--- config.mk ---
export PLATFORM = sky130hd
export DESIGN_NAME = packet_snapper
export DESIGN_NICKNAME = d
export VERILOG_FILES = /design/src/rtl/packet_snapper.sv
export SDC_FILE = /design/constraint.sdc
export NUM_CORES = 1
export LEC_CHECK = 0
export BUFFER_PORTS_ARGS = -buffer_cell sky130_fd_sc_hd__buf_4
export CORE_AREA = 4 4 360 362
export DETAILED_ROUTE_END_ITERATION = 8
export DIE_AREA = 0 0 364 366
export GPL_TIMING_DRIVEN = 0
export PLACE_DENSITY = 0.43
export SYNTH_ARGS = -nofsm -noshare
export SYNTH_HDL_FRONTEND = slang
export SYNTH_SLANG_ARGS = --single-unit
--- constraint.sdc ---
create_clock -name axi_aclk -period 5.5 [get_ports axi_aclk]
set_input_delay 0 -clock axi_aclk [delete_from_list [all_inputs] [get_ports axi_aclk]]
set_output_delay 0 -clock axi_aclk [all_outputs]
set_load 0.005 [all_outputs]
--- src/rtl/packet_snapper.sv ---
// packet_snapper: truncates AXI4-Stream packets to a runtime snap length and rewrites TUSER[15:0].
// Optional build macro SNAPPER_ORIG_LEN_EN: TUSER[31:16] carries the original length, MSB = trunc.
module packet_snapper #(
   parameter int unsigned DATA_WIDTH     = 256,
   parameter int unsigned TUSER_WIDTH    = 128,
   parameter int unsigned MIN_SNAP_BYTES = 64,
   parameter int unsigned CNT_WIDTH      = 32
) (
   input  logic                    axi_aclk,
   input  logic                    axi_reset,
   input  logic                    snap_en,
   input  logic [15:0]             snap_len,
   input  logic [DATA_WIDTH-1:0]   s_axis_tdata,
   input  logic [DATA_WIDTH/8-1:0] s_axis_tkeep,
   input  logic [TUSER_WIDTH-1:0]  s_axis_tuser,
   input  logic                    s_axis_tvalid,
   output logic                    s_axis_tready,
   input  logic                    s_axis_tlast,
   output logic [DATA_WIDTH-1:0]   m_axis_tdata,
   output logic [DATA_WIDTH/8-1:0] m_axis_tkeep,
   output logic [TUSER_WIDTH-1:0]  m_axis_tuser,
   output logic                    m_axis_tvalid,
   input  logic                    m_axis_tready,
   output logic                    m_axis_tlast,
   output logic [CNT_WIDTH-1:0]    pkt_in_cnt,
   output logic [CNT_WIDTH-1:0]    pkt_trunc_cnt
);

   localparam int unsigned BYTES   = DATA_WIDTH / 8;
   localparam int unsigned SHIFT   = $clog2(BYTES);
   localparam int unsigned RW      = SHIFT + 1;
   localparam logic [15:0] MinSnap = 16'(MIN_SNAP_BYTES);

   typedef enum logic [1:0] {StSop, StPass, StDrop} state_e;

   state_e                 state_q;
   logic [15:0]            last_idx_q;
   logic [15:0]            beat_cnt_q;
   logic [RW-1:0]          rem_q;
   logic                   trunc_q;
   logic [TUSER_WIDTH-1:0] tuser_q;

   logic [15:0]            orig;
   logic [15:0]            lim;
   logic [15:0]            eff;
   logic [15:0]            eff_m1;
   logic [15:0]            last_idx;
   logic [RW-1:0]          rem;
   logic                   trunc;
   logic [TUSER_WIDTH-1:0] sop_tuser;
   logic [BYTES-1:0]       sop_mask;
   logic [BYTES-1:0]       pass_mask;
   logic                   accept;

   function automatic logic [BYTES-1:0] keep_mask(input logic [RW-1:0] n);
      logic [BYTES-1:0] m;
      m = '0;
      for (int unsigned i = 0; i < BYTES; i++) begin
         m[i] = (RW'(i) < n);
      end
      return m;
   endfunction

   // Length arithmetic for the SOP beat; only meaningful when the current beat is a SOP.
   always_comb begin
      orig      = s_axis_tuser[15:0];
      lim       = (snap_len < MinSnap) ? MinSnap : snap_len;
      eff       = (snap_en && (snap_len != 16'd0) && (lim < orig)) ? lim : orig;
      eff_m1    = eff - 16'd1;
      last_idx  = eff_m1 >> SHIFT;
      rem       = RW'(eff_m1[SHIFT-1:0]) + RW'(1);
      trunc     = (eff != orig);
      sop_tuser = s_axis_tuser;
      sop_tuser[15:0] = eff;
`ifdef SNAPPER_ORIG_LEN_EN
      sop_tuser[31:16]           = orig;
      sop_tuser[TUSER_WIDTH-1]   = trunc;
`endif
      sop_mask  = keep_mask(rem);
      pass_mask = keep_mask(rem_q);
   end

   // DROP never writes the output register, so it may accept even while a beat is held.
   assign s_axis_tready = (state_q == StDrop) | ~m_axis_tvalid | m_axis_tready;
   assign accept        = s_axis_tvalid & s_axis_tready;

   always_ff @(posedge axi_aclk) begin
      if (axi_reset) begin
         state_q       <= StSop;
         last_idx_q    <= '0;
         beat_cnt_q    <= '0;
         rem_q         <= '0;
         trunc_q       <= 1'b0;
         tuser_q       <= '0;
         m_axis_tvalid <= 1'b0;
         m_axis_tlast  <= 1'b0;
         m_axis_tdata  <= '0;
         m_axis_tkeep  <= '0;
         m_axis_tuser  <= '0;
         pkt_in_cnt    <= '0;
         pkt_trunc_cnt <= '0;
      end else begin
         if (m_axis_tvalid && m_axis_tready) begin
            m_axis_tvalid <= 1'b0;
         end
         if (accept) begin
            unique case (state_q)
               StSop: begin
                  last_idx_q    <= last_idx;
                  rem_q         <= rem;
                  trunc_q       <= trunc;
                  tuser_q       <= sop_tuser;
                  beat_cnt_q    <= 16'd1;
                  pkt_in_cnt    <= pkt_in_cnt + CNT_WIDTH'(1);
                  if (trunc) begin
                     pkt_trunc_cnt <= pkt_trunc_cnt + CNT_WIDTH'(1);
                  end
                  m_axis_tvalid <= 1'b1;
                  m_axis_tdata  <= s_axis_tdata;
                  m_axis_tuser  <= sop_tuser;
                  if (trunc && (last_idx == 16'd0)) begin
                     m_axis_tkeep <= s_axis_tkeep & sop_mask;
                     m_axis_tlast <= 1'b1;
                     state_q      <= s_axis_tlast ? StSop : StDrop;
                  end else begin
                     m_axis_tkeep <= s_axis_tkeep;
                     m_axis_tlast <= s_axis_tlast;
                     state_q      <= s_axis_tlast ? StSop : StPass;
                  end
               end
               StPass: begin
                  beat_cnt_q    <= beat_cnt_q + 16'd1;
                  m_axis_tvalid <= 1'b1;
                  m_axis_tdata  <= s_axis_tdata;
                  m_axis_tuser  <= tuser_q;
                  if (trunc_q && (beat_cnt_q == last_idx_q)) begin
                     m_axis_tkeep <= s_axis_tkeep & pass_mask;
                     m_axis_tlast <= 1'b1;
                     state_q      <= s_axis_tlast ? StSop : StDrop;
                  end else begin
                     m_axis_tkeep <= s_axis_tkeep;
                     m_axis_tlast <= s_axis_tlast;
                     if (s_axis_tlast) begin
                        state_q <= StSop;
                     end
                  end
               end
               StDrop: begin
                  if (s_axis_tlast) begin
                     state_q <= StSop;
                  end
               end
               default: state_q <= StSop;
            endcase
         end
      end
   end

endmodule

== Yosys cells after proc, flatten, opt, wreduce, memory -nomap -nowiden ==
Index checks and enable logic that the tools add are counted.
Storage, ports and cells
  bits in registers: 646
  latch bits: 0
  memory bits (writable): 0
  ROM bits: 0
  input bits: 438
  output and inout port bits: 483
  word-level logic and storage cells: 127
  memories: 0
Operators by class
  add/subtract/negate cells: 5
  multipliers: 0
  divide/modulo/power cells: 0
  order comparisons: 66
  eq/ne operators: 4
  shifts and indexed selects: 0
  multiplexer cells: 19
  bitwise operators: 6
  reductions and logical operators: 14
Operators by type and width (number)
  one-hot mux 128 bit (2 select lines): 1
  < comparator 5 x 6 -> 1 bit (first input constant): 32
  < comparator 4 x 6 -> 1 bit (first input constant): 16
  adder 32 x 1 -> 32 bit (second input constant): 2
  bitwise AND 32 bit: 2
  2-to-1 mux 32 bit: 2
  one-hot mux 32 bit (2 select lines): 1
  < comparator 3 x 6 -> 1 bit (first input constant): 8
  2-to-1 mux 16 bit: 2
  one-hot mux 16 bit (2 select lines): 1
  < comparator 1 x 6 -> 1 bit (first input constant): 4
  < comparator 2 x 6 -> 1 bit (first input constant): 4
  adder 16 x 1 -> 16 bit (second input constant): 1
  equality test 16 x 11 -> 1 bit: 1
  zero test 16 bit: 1
  < comparator 16 bit: 1
  < comparator 16 x 7 -> 1 bit (second input constant): 1
  != test 16 bit: 1
  nonzero test 16 bit: 1
  subtractor 16 x 1 -> 16 bit (second input constant): 1
  2-to-1 mux 2 bit: 4
  adder 5 x 1 -> 6 bit (second input constant): 1
  2-to-1 mux 1 bit: 6
  one-hot mux 2 bit (3 select lines): 1
  other kinds (12): 19

== Logic depth before layout (Yosys ltp) ==
  word-level depth: 11
  depth in mapped cells: 24
  gate-level depth less buffers: 21

== Worst setup path after synthesis ==
OpenSTA, ideal clock, no wires.
  path kind: input -> register
  start: in snap_len[8]
  end: reg m_axis_tkeep[25]
  setup time: 117 ps
  data arrival time: 5180 ps
  data required time: 5383 ps
  setup slack: 203 ps
  stages: 23
  path buffers: 3
  cell sequence: buf_2 > nor3_4 > nand4_4 > clkbuf_1 > and2_1 > ha_1 > o21a_1 > o21ai_0 > a2111oi_1 > o21a_1 > nor2_2 > a31oi_1 > ha_1 > clkbuf_1 > and3_1 > nand3_1 > or3_1 > nor3_1 > o22ai_1 > a21oi_1 > o31ai_1 > a2111o_1 > a22o_1
On the way
  longest elaborated chain between the ends: 11
  elaborated cells on any way between the ends: 16
  those cells by class: add/sub: 2; order compare: 3; eq/ne: 1; mux: 4; bitwise: 1; reduce/logical: 5
RTL lines
  start: declaration: RTL line 12  | input logic [15:0] snap_len,
  < comparator 16 x 7 -> 1 bit: RTL line 67  | lim = (snap_len < MinSnap) ? MinSnap : snap_len;
  2-to-1 mux 16 bit: RTL line 67
  < comparator 16 bit: RTL line 68  | eff = (snap_en && (snap_len != 16'd0) && (lim < orig)) ? lim : orig;
  logical AND 1 bit: RTL line 68
  2-to-1 mux 16 bit (*): RTL line 68
  subtractor 16 x 1 -> 16 bit: RTL line 69  | eff_m1 = eff - 16'd1;
  adder 5 x 1 -> 6 bit: RTL line 71  | rem = RW'(eff_m1[SHIFT-1:0]) + RW'(1);
  < comparator 5 x 6 -> 1 bit: RTL line 59  | m[i] = (RW'(i) < n);
  bitwise AND 32 bit: RTL line 122  | m_axis_tkeep <= s_axis_tkeep & sop_mask;
  2-to-1 mux 32 bit (*): RTL line 121  | if (trunc && (last_idx == 16'd0)) begin
  one-hot mux 32 bit (2 select lines) (*): RTL line 107  | unique case (state_q)
  end signal: assignment: RTL line 122
  end signal: assignment: RTL line 126  | m_axis_tkeep <= s_axis_tkeep;
  end signal: assignment: RTL line 137  | m_axis_tkeep <= s_axis_tkeep & pass_mask;
  end: declaration: RTL line 20  | output logic [DATA_WIDTH/8-1:0] m_axis_tkeep,
Every way passes the cells marked *; elsewhere a longest branch is shown, timed or not.
A chain may end at the register's enable or synchronous reset.

== Worst setup path in the final report ==
  start: in s_axis_tuser[9]
  end: reg m_axis_tkeep[30]
On the way
  longest elaborated chain between the ends: 9
  elaborated cells on any way between the ends: 12
  those cells by class: add/sub: 2; order compare: 2; eq/ne: 1; mux: 3; bitwise: 1; reduce/logical: 3
RTL lines
  start: declaration: RTL line 15  | input logic [TUSER_WIDTH-1:0] s_axis_tuser,
  < comparator 16 bit: RTL line 68
  logical AND 1 bit: RTL line 68
  2-to-1 mux 16 bit: RTL line 68
  subtractor 16 x 1 -> 16 bit: RTL line 69
  adder 5 x 1 -> 6 bit: RTL line 71
  < comparator 5 x 6 -> 1 bit: RTL line 59
  bitwise AND 32 bit: RTL line 122
  2-to-1 mux 32 bit (*): RTL line 121
  one-hot mux 32 bit (2 select lines) (*): RTL line 107
Marked as above.

==> impl_metrics.tcl <==
set metrics [dict create \
    clockBufferDepth 3 \
    place_area_um2 35200 \
    startpoint_type "primary input" \
    drv_cap 0 \
    worst_slew_pin_slew_ns 1.35 \
    holdWs_ns 0.0499 \
    endpoint_kind "register" \
    first_pass_iters 5 \
    coreArea_um2 127000 \
    routedWlPerCell_um 22.7 \
    clk_latency_ns 0.67 \
    seq_area_um2 12900 \
    gp_congestion 0.906 \
    drive_gt1_share_pct 22.5 \
    design_area_um2 42400 \
    drv_slew 0 \
    path_common_cell "a21oi_1" \
    synthCells 3366 \
    crit_path_max_fanout 8 \
    synth_fp_nets 3823 \
    die_w_um 364 \
    place_ws_ns -2.06 \
    netlist_area_um2 26200 \
    grt_pass1_wl_um 208000 \
    slowest_delay_ns 0.74 \
    final_hold_viol_count 0 \
    finalSetupViolCount 0 \
    dpl.hpwl_um 117000 \
    period_needed_ns 5.28 \
    pin_count 921 \
    multi_input_area_um2 12200 \
    wl_um 149000 \
    area_growth_pct 61.7 \
    synth.avg_cell_area_um2 7.78 \
    initial_utilization_pct 20.7 \
    grt_antenna_before_repair 26 \
    ys.flop_type "dfxtp_1" \
    outcome "completed" \
    setup_ws_ns 0.218 \
    final_antenna_net_count 0 \
    path_class "primary input to register" \
    num_rows 131 \
    synth_seq_cells 644 \
    drtIter0Drc 2102 \
    grt_max_degree 13 \
    tritoncts "built" \
    yosysSeqAreaShare_pct 49.2 \
    vias 29400 \
    cp.required_ns 6.06 \
    route.detailed.drc 0 \
    numCtsBuffers 80 \
    worst_path_max_delay_cell "a2111oi_2" \
    die_y_um 366 \
    fillCellCount 13600 \
    grt_pass1_vias 29000 \
    cts_sinks 644 \
    fmax_ghz 0.189 \
    routed_via_density 4.48 \
    async_reset_ff_share_pct 0 \
    cts_max_level 3 \
    p_leak_nw 17.5 \
    crit_chain "dlygate4sd3_1 -> buf_4 -> inv_1 -> ha_1 -> a21oi_1 -> o21ai_0 -> a2111oi_2 -> nand2_1 -> nor2_2 -> a31oi_4 -> ha_2 -> and3_2 -> nand3_1 -> or3_1 -> nor3_1 -> o22ai_1 -> a21oi_2 -> o31ai_4 -> nand4_1 -> a21oi_1" \
    fin_crit_sh_pct 96.0 \
    peakVddDrop_v 0.000208 \
    clockRootBuffer "clkbuf_16" \
    synth.distinct_cells 73 \
    relSlewSlack_pct 9.84 \
    arrival_ns 5.85 \
    clkTransAtPathRegs_ns 0.06 \
    hold_class "primary input to register" \
    power_density_nw_per_um2 304 \
    die-area_um2 133000 \
    grt-ovfl-total 0 \
    grtUsageTotal_pct 21.3 \
    port_buffers 912 \
    power_mw 12.9 \
    nets 5255 \
    skew_ns 0.0380 \
    synth_warnings 0 \
    synth_edf_count 0 \
]
==> final timing paths <==
kind / from / endpoint / slack [ns] / cells after the start
hold reg to reg: m_axis_tdata[241]$_SDFFE_PP0P_ / m_axis_tdata[241]$_SDFFE_PP0P_ / 0.45 / 2
setup / recovery: s_axis_tuser[9] / m_axis_tkeep[30]$_SDFFE_PP0P_ / 0.22 / 20
setup reg to reg: state_q[0]$_SDFFE_PP0P_ / m_axis_tkeep[17]$_SDFFE_PP0P_ / 0.73 / 11
hold / removal: s_axis_tuser[12] / tuser_q[12]$_SDFFE_PP0P_ / 0.05 / 5
==> sequential cells by signal, summed over array words and instances (netlist names) <==
register	count
m_axis_tdata	256
last_idx_q	11
beat_cnt_q	16
tuser_q	127
state_q	2
pkt_trunc_cnt	32
trunc_q	1
m_axis_tkeep	32
rem_q	5
m_axis_tlast	1
m_axis_tvalid	1
pkt_in_cnt	32
m_axis_tuser	128
==> what timing repair did <==
item	CTS	global route
pin swaps	2	7
hold buffers	429	0
endpoints found under the hold margin	540	0
endpoints found under the setup margin	19	17
buffers inserted	2	5
resized for setup	8	8
==> layout by cell type, fill, tap and decap left out, drive strengths merged, types with 36 or more instances in the layout <==
master	synthesis	layout
buf	14	937
xor2	38	38
nor3	36	36
nor2	267	267
nand2	1100	1100
nand3	51	51
xnor2	60	60
a21oi	444	444
inv	40	46
o21ai	43	43
dlygate4sd3	0	429
clkbuf	239	358
dfxtp	644	644
a311oi	113	113
==> layer usage <==
layer | part of all wire [%] | routed length (µm) | up-vias | track usage, %
met3 | 9.1 | 13500 | 163 | 6.95
li1 | - | - | 14200 | -
met5 | 0.036 | 53 | - | 0
met1 | 44 | 65800 | 13900 | 28.0
met2 | 44 | 66200 | 1062 | 33.7
met4 | 2.2 | 3290 | 8 | 5.37
==> synthesized netlist by cell type, types with 29 or more instances <==
cell,instances,area [µm²]
a21oi_1,444,2220
a311oi_1,113,990
and3_1,29,181
clkbuf_1,239,897
dfxtp_1,644,12900
inv_1,40,150
nand2_1,1099,4130
nand3_1,51,255
nor2_1,266,998
o21ai_0,40,200
xnor2_1,60,526
xor2_1,38,333
==> power by group <==
group          total, mW  switching, mW  internal, mW
clock               5.51           2.26          3.25
combinational       2.23           1.24         0.988
sequential          5.15          0.186          4.96
==> through the flow <==
stage / util, % / TNS, ns / cells
after floorplan: - / 0 / 3366
after global placement: 27.7 / -32.42 / 5940
after detailed placement: 27.8 / -30.81 / 5942
after CTS: 33.3 / 0 / 6515
after global routing: 33.4 / -0.0282 / 6530
final: 33.4 / 0 / 6551
==> critical path, delay by kind of cell <==
kind	cells	cell delay, ns
buf+inv	3	0.75
compound gates	8	2.47
fa+ha+maj	2	0.59
simple gates	7	2.01
==> layout make-up <==
| cell class | instances | share of cell area, % |
|---|---|---|
| flip-flops and latches | 644 | 30.4 |
| multi-input cells | 2428 | 28.9 |
| repair buffers | 1351 | 26.6 |
| clock buffers | 121 | 5.63 |
| well taps | 1662 | 4.91 |
| plain buffers | 252 | 2.30 |
| clock inverters | 22 | 0.774 |
| inverters | 41 | 0.363 |
| diodes | 30 | 0.177 |
==> cell families after synthesis <==
kind of cell / count (synthesis) / share of synthesized area, %
adder cells (fa/ha/maj): 20 / 0.946
XOR/XNOR: 98 / 3.28
flip-flops: 644 / 49.2
buffers and inverters: 294 / 4.31
multiplexers: 15 / 0.573
AO/OA/AOI/OAI: 711 / 16.6
AND/OR/NAND/NOR: 1584 / 25.1
Note: power is estimated with default switching activity, not from simulation.
